$ cat config.mk
export PLATFORM = sky130hd
export DESIGN_NAME = sram_bus_arbiter
export DESIGN_NICKNAME = d
export VERILOG_FILES = /design/src/rtl/sram_bus_arbiter.sv
export SDC_FILE = /design/constraint.sdc
export NUM_CORES = 1
export LEC_CHECK = 0
export BUFFER_PORTS_ARGS = -buffer_cell sky130_fd_sc_hd__buf_2
export CORE_AREA = 5 5 105 107
export DETAILED_ROUTE_END_ITERATION = 16
export DIE_AREA = 0 0 110 112
export PLACE_DENSITY = 0.63
export REMOVE_ABC_BUFFERS = 1
export SLEW_MARGIN = 25
export SYNTH_ARGS = -nofsm -noshare
export SYNTH_HDL_FRONTEND = slang
export SYNTH_SLANG_ARGS = --single-unit
$ cat constraint.sdc
create_clock -name clk -period 2.13 [get_ports clk]
set_input_delay 0.3195 -clock clk [delete_from_list [all_inputs] [get_ports clk]]
set_output_delay 0.3195 -clock clk [all_outputs]
set_load 0.01 [all_outputs]
$ cat src/rtl/sram_bus_arbiter.sv
// Two-master sram-like arbiter: merges inst/data ports onto one shared port with in-order tag FIFO.
// Optional round-robin priority when SRAM_ARB_RR_EN is defined (default: fixed DATA over INST).
module sram_bus_arbiter #(
   parameter int unsigned OUTSTANDING = 2
) (
   input  logic        clk,
   input  logic        reset,
   input  logic        inst_req,
   input  logic [31:0] inst_addr,
   output logic        inst_addr_ok,
   output logic        inst_data_ok,
   output logic [31:0] inst_rdata,
   input  logic        data_req,
   input  logic        data_wr,
   input  logic [1:0]  data_size,
   input  logic [3:0]  data_wstrb,
   input  logic [31:0] data_addr,
   input  logic [31:0] data_wdata,
   output logic        data_addr_ok,
   output logic        data_data_ok,
   output logic [31:0] data_rdata,
   output logic        mem_req,
   output logic        mem_wr,
   output logic [1:0]  mem_size,
   output logic [3:0]  mem_wstrb,
   output logic [31:0] mem_addr,
   output logic [31:0] mem_wdata,
   input  logic        mem_addr_ok,
   input  logic        mem_data_ok,
   input  logic [31:0] mem_rdata
);

   localparam int unsigned CNT_W = $clog2(OUTSTANDING + 1);
   localparam int unsigned PTR_W = (OUTSTANDING > 1) ? $clog2(OUTSTANDING) : 1;
   localparam logic        INST  = 1'b0;
   localparam logic        DATA  = 1'b1;

   logic [CNT_W-1:0]       cnt_q, cnt_d;
   logic [PTR_W-1:0]       rd_ptr_q, wr_ptr_q;
   logic [OUTSTANDING-1:0] tag_q;
   logic                   lock_q, owner_q;
   logic                   grant, pref, full, push, pop, head_tag;

   function automatic logic [PTR_W-1:0] ptr_inc(input logic [PTR_W-1:0] p);
      return (p == PTR_W'(OUTSTANDING - 1)) ? '0 : p + 1'b1;
   endfunction

`ifdef SRAM_ARB_RR_EN
   logic rr_q;
   assign pref = rr_q;
`else
   assign pref = DATA;
`endif

   always_comb begin
      full = (cnt_q == CNT_W'(OUTSTANDING));
      if (lock_q)                      grant = owner_q;
      else if (data_req && inst_req)   grant = pref;
      else                             grant = data_req ? DATA : INST;

      // Full blocks new requests even when a pop lands this cycle (no data_ok -> req path).
      mem_req   = (inst_req | data_req) & ~full & ~reset;
      mem_wr    = (grant == DATA) ? data_wr    : 1'b0;
      mem_size  = (grant == DATA) ? data_size  : 2'd2;
      mem_wstrb = (grant == DATA) ? data_wstrb : 4'd0;
      mem_addr  = (grant == DATA) ? data_addr  : inst_addr;
      mem_wdata = (grant == DATA) ? data_wdata : 32'd0;

      push     = mem_req & mem_addr_ok;
      pop      = mem_data_ok & (cnt_q != '0) & ~reset;
      head_tag = tag_q[rd_ptr_q];

      inst_addr_ok = push & (grant == INST);
      data_addr_ok = push & (grant == DATA);
      inst_data_ok = pop & (head_tag == INST);
      data_data_ok = pop & (head_tag == DATA);
      inst_rdata   = mem_rdata;
      data_rdata   = mem_rdata;

      unique case ({push, pop})
         2'b10:   cnt_d = cnt_q + 1'b1;
         2'b01:   cnt_d = cnt_q - 1'b1;
         default: cnt_d = cnt_q;
      endcase
   end

   always_ff @(posedge clk) begin
      if (reset) begin
         cnt_q    <= '0;
         rd_ptr_q <= '0;
         wr_ptr_q <= '0;
         tag_q    <= '0;
         lock_q   <= 1'b0;
         owner_q  <= DATA;
`ifdef SRAM_ARB_RR_EN
         rr_q     <= DATA;
`endif
      end else begin
         cnt_q <= cnt_d;
         if (push) begin
            tag_q[wr_ptr_q] <= grant;
            wr_ptr_q        <= ptr_inc(wr_ptr_q);
         end
         if (pop) rd_ptr_q <= ptr_inc(rd_ptr_q);
         // A stalled request pins the grant until it is accepted.
         if (push) begin
            lock_q <= 1'b0;
         end else if (mem_req) begin
            lock_q  <= 1'b1;
            owner_q <= grant;
         end
`ifdef SRAM_ARB_RR_EN
         if (push) rr_q <= ~grant;
`endif
      end
   end

endmodule

==> run summary <==
======================================================================================
Die Span Y ..............................................................       112 µm
Number of detailed-routing iterations run before antenna repair .........            4
Share of synthesized flip-flops with an asynchronous set or reset .......            0
Post-route non-filler standard cell count ...............................          444
Number of enable-type register cells in the synthesized netlist .........            0
Vias in the first global route ..........................................         1863
Run status .............................................................. complete, no violations
CTS H-Tree Depth ........................................................            1
Placement-stage cell area ...............................................     2152 µm²
Number of antenna violations at the first check in global routing .......            0
Number of distinct standard cells referenced by the synthesized netlist .           30
Number of synthesized register bits .....................................            8
Setup slack of the critical path after layout ...........................     125.4 ps
Max stage delay on crit path ............................................       380 ps
Place WS ................................................................     337.5 ps
Hold Violations, Final ..................................................            0
Number of nets with antenna violations after routing ....................            0
Final cell utilization of the core ......................................       0.2183
Period Utilization, post-route ..........................................       0.9411
TritonCTS buffer count ..................................................            3
Drt wl/cell .............................................................     17.48 µm
CTS-repair resized insts ................................................            0
Detail Placement HPWL ...................................................     6.814 mm
Leakage .................................................................     1.182 nW
Fin crit period .........................................................      2005 ps
Ranking of synthesized cells by area .................................... sky130_fd_sc_hd__buf_4 32%, sky130_fd_sc_hd__mux2_2 19%, sky130_fd_sc_hd__nor2b_1 17%
Routed via count ........................................................         1733
Proportion of synthesized chip area in sequential cells .................       0.1041
# rows ..................................................................           37
Pin slew with the least headroom to its limit ...........................     373.5 ps
Final setup violation count .............................................            0
Layout net count ........................................................          452
Mean post-synth cell area ...............................................    8.093 µm²
Area of the core ........................................................    10050 µm²
Path type of the worst min-delay path ................................... input port to flip-flop
Data arrival time at the worst-slack endpoint ...........................      1690 ps
Gate family responsible for the most delay along the worst path ......... multiplexers
Ratio of total power to cell area ....................................... 394.3 nW/µm²
Synthesized cell area ...................................................     1538 µm²
CTS max path bufs .......................................................            2
Synthesis warning total .................................................            0
Post-route design area ..................................................     2193 µm²
Residual DRC count ......................................................            0
Diodes inserted .........................................................            0
Critical path, cell by cell ............................................. mux2i_4 > buf_12 > mux2_2 > buf_2
Worst Path Required .....................................................      1810 ps
Fraction of layout cells with a size suffix above 1 .....................       0.7110
Clk Latency, worst-skew pair ............................................       230 ps
Number of maximum-capacitance violations ................................            0
Global-route total usage across every layer .............................       0.1160
Highest-delay cell along the critical path .............................. sky130_fd_sc_hd__dfxtp_1
TritonCTS clock tree ....................................................        built
Crit Path Category ...................................................... flip-flop to output pin
Post-Route WL ...........................................................     7.761 mm
Die Wd ..................................................................       110 µm
Worst Clk Skew ..........................................................     2.516 ps
Dominant cell type by area after synthesis .............................. sky130_fd_sc_hd__buf_4
Ys flop type ............................................................ sky130_fd_sc_hd__dfxtp_1
Clock sink count ........................................................            8
Cell count after placement ..............................................          441
Relative slew slack .....................................................       0.7484
Setup repair after global routing missed its margin .....................        false
Worst-case vdd ir drop ..................................................  0.0001623 V
Largest net degree at the start of global routing .......................           52
Setup total negative slack ..............................................         0 ps
Buffer count from post-CTS setup fixing .................................            0
Largest fanout on the critical path .....................................           51
Upper clock frequency limit .............................................   0.4988 GHz
Share of Yosys cell area claimed by the top area cell type ..............       0.3173
CTS Hold Buffers Added ..................................................            0
Clock slew seen by the registers of the worst setup and hold paths ......        40 ps
Area grow syn2layout ....................................................       42.64%
Critical path startpoint category .......................................    flip-flop
Via-per-instance ratio ..................................................        3.903
Buffers added on ports ..................................................          184
Remaining global-route overflow .........................................            0
Iteration-0 DRC Markers .................................................           76
Highest-count cells in the layout ignoring fill and taps ................ 184 x sky130_fd_sc_hd__buf_2, 41 x sky130_fd_sc_hd__nor2b_1, 26 x sky130_fd_sc_hd__mux2_2, 8 x sky130_fd_sc_hd__dfxtp_1
Most common library cell in the layout ignoring fill and taps ........... sky130_fd_sc_hd__buf_2
Post-Syn Instances ......................................................          190
Master cell of the clock root buffer .................................... sky130_fd_sc_hd__clkbuf_8
Kind of end point of the critical path ..................................   output pin
I/O Pins ................................................................          281
Starting Density ........................................................       0.1531
Worst path bufs/invs ....................................................            2
Count of pins over their slew limit .....................................            0
Floorplan die area ......................................................    12320 µm²
RePlAce Congestion ......................................................       0.8727
First-pass GRT wire length ..............................................     10.70 mm
======================================================================================
## synth_stat cells (2+ instances only)
library cell               number
sky130_fd_sc_hd__buf_4         65
sky130_fd_sc_hd__nor2b_1       41
sky130_fd_sc_hd__mux2_2        26
sky130_fd_sc_hd__dfxtp_1        8
sky130_fd_sc_hd__mux2_1         6
sky130_fd_sc_hd__nor2_1         6
sky130_fd_sc_hd__buf_2          5
sky130_fd_sc_hd__mux2i_1        3
sky130_fd_sc_hd__o21ai_0        3
sky130_fd_sc_hd__clkbuf_1       2
sky130_fd_sc_hd__inv_1          2
sky130_fd_sc_hd__nand2_1        2
sky130_fd_sc_hd__nor4_1         2
sky130_fd_sc_hd__o21a_1         2
sky130_fd_sc_hd__xor2_1         2
## state kept, by name, summed over array words and instances, names as in the netlist
register	flops
lock_q	1
owner_q	1
rd_ptr_q	1
tag_q	2
wr_ptr_q	1
cnt_q	2
## power breakdown
group          total [W]  switching (W)  internal, W  leakage, nW
Clock           0.000178      0.0000558     0.000122       0.0216
Combinational   0.000509       0.000240     0.000268         1.09
Sequential      0.000178      0.0000132     0.000165       0.0657
Total           0.000865       0.000309     0.000556         1.18
## worst reg2reg max path, delay by kind of cell, from the launching register on
kind	cells	cell delay, ps
AO/OA/AOI/OAI	2	490
AND/OR/NAND/NOR	2	480
flip-flops	1	350
adder cells (fa/ha/maj)	1	340
## path summary, 6_finish.rpt
check	end	slack, ps	cells after the start	start
worst max-delay path	mem_addr[5]	130	4	lock_q$_SDFFE_PP0N_
worst min-delay path	cnt_q[1]$_SDFFE_PP0P_	380	2	reset
worst max register to register	cnt_q[1]$_SDFFE_PP0P_	400	5	cnt_q[0]$_SDFFE_PP0P_
worst min register to register	tag_q[0]$_SDFFE_PP0P_	470	2	tag_q[0]$_SDFFE_PP0P_
## metrics by stage
step / total power [W] / hold slack [ps]
floorplan: 0.0004407 / 388.6
global placement: 0.0006848 / 459.8
detailed placement: 0.0006966 / 470.5
CTS: 0.0008791 / 372.3
global route: 0.0009310 / 414.5
finish: 0.0008649 / 384.5
## cells by family (layout without fill, tap and decap cells)
logic type	count (synthesis)	count (layout)	synth area share
AOI/OAI and AO/OA	10	10	0.04475
xor gates and xnor gates	3	3	0.01709
adders and majority gates	1	1	0.008135
buffers and inverters	75	193	0.3507
DFF	8	8	0.1041
muxes	35	35	0.2539
and+or+nand+nor	58	58	0.2213
## routing by layer
metal	GRT usage	vias to the layer above	routed length [µm]
met5	0.06723	-	40
met4	0.01330	2	36
met3	0.1038	6	1429
met2	0.1521	161	3225
met1	0.1392	771	3029
li1	-	793	-
## area by class of cell
cell class	count	area, µm²
tap	136	170.2
fill	1140	7853
timing repair buffer	188	963.4
multi-input combinational	107	850.8
clock buffer	3	41.29
inverter	2	7.507
sequential	8	160.2
(Power assumes the default switching activity.)
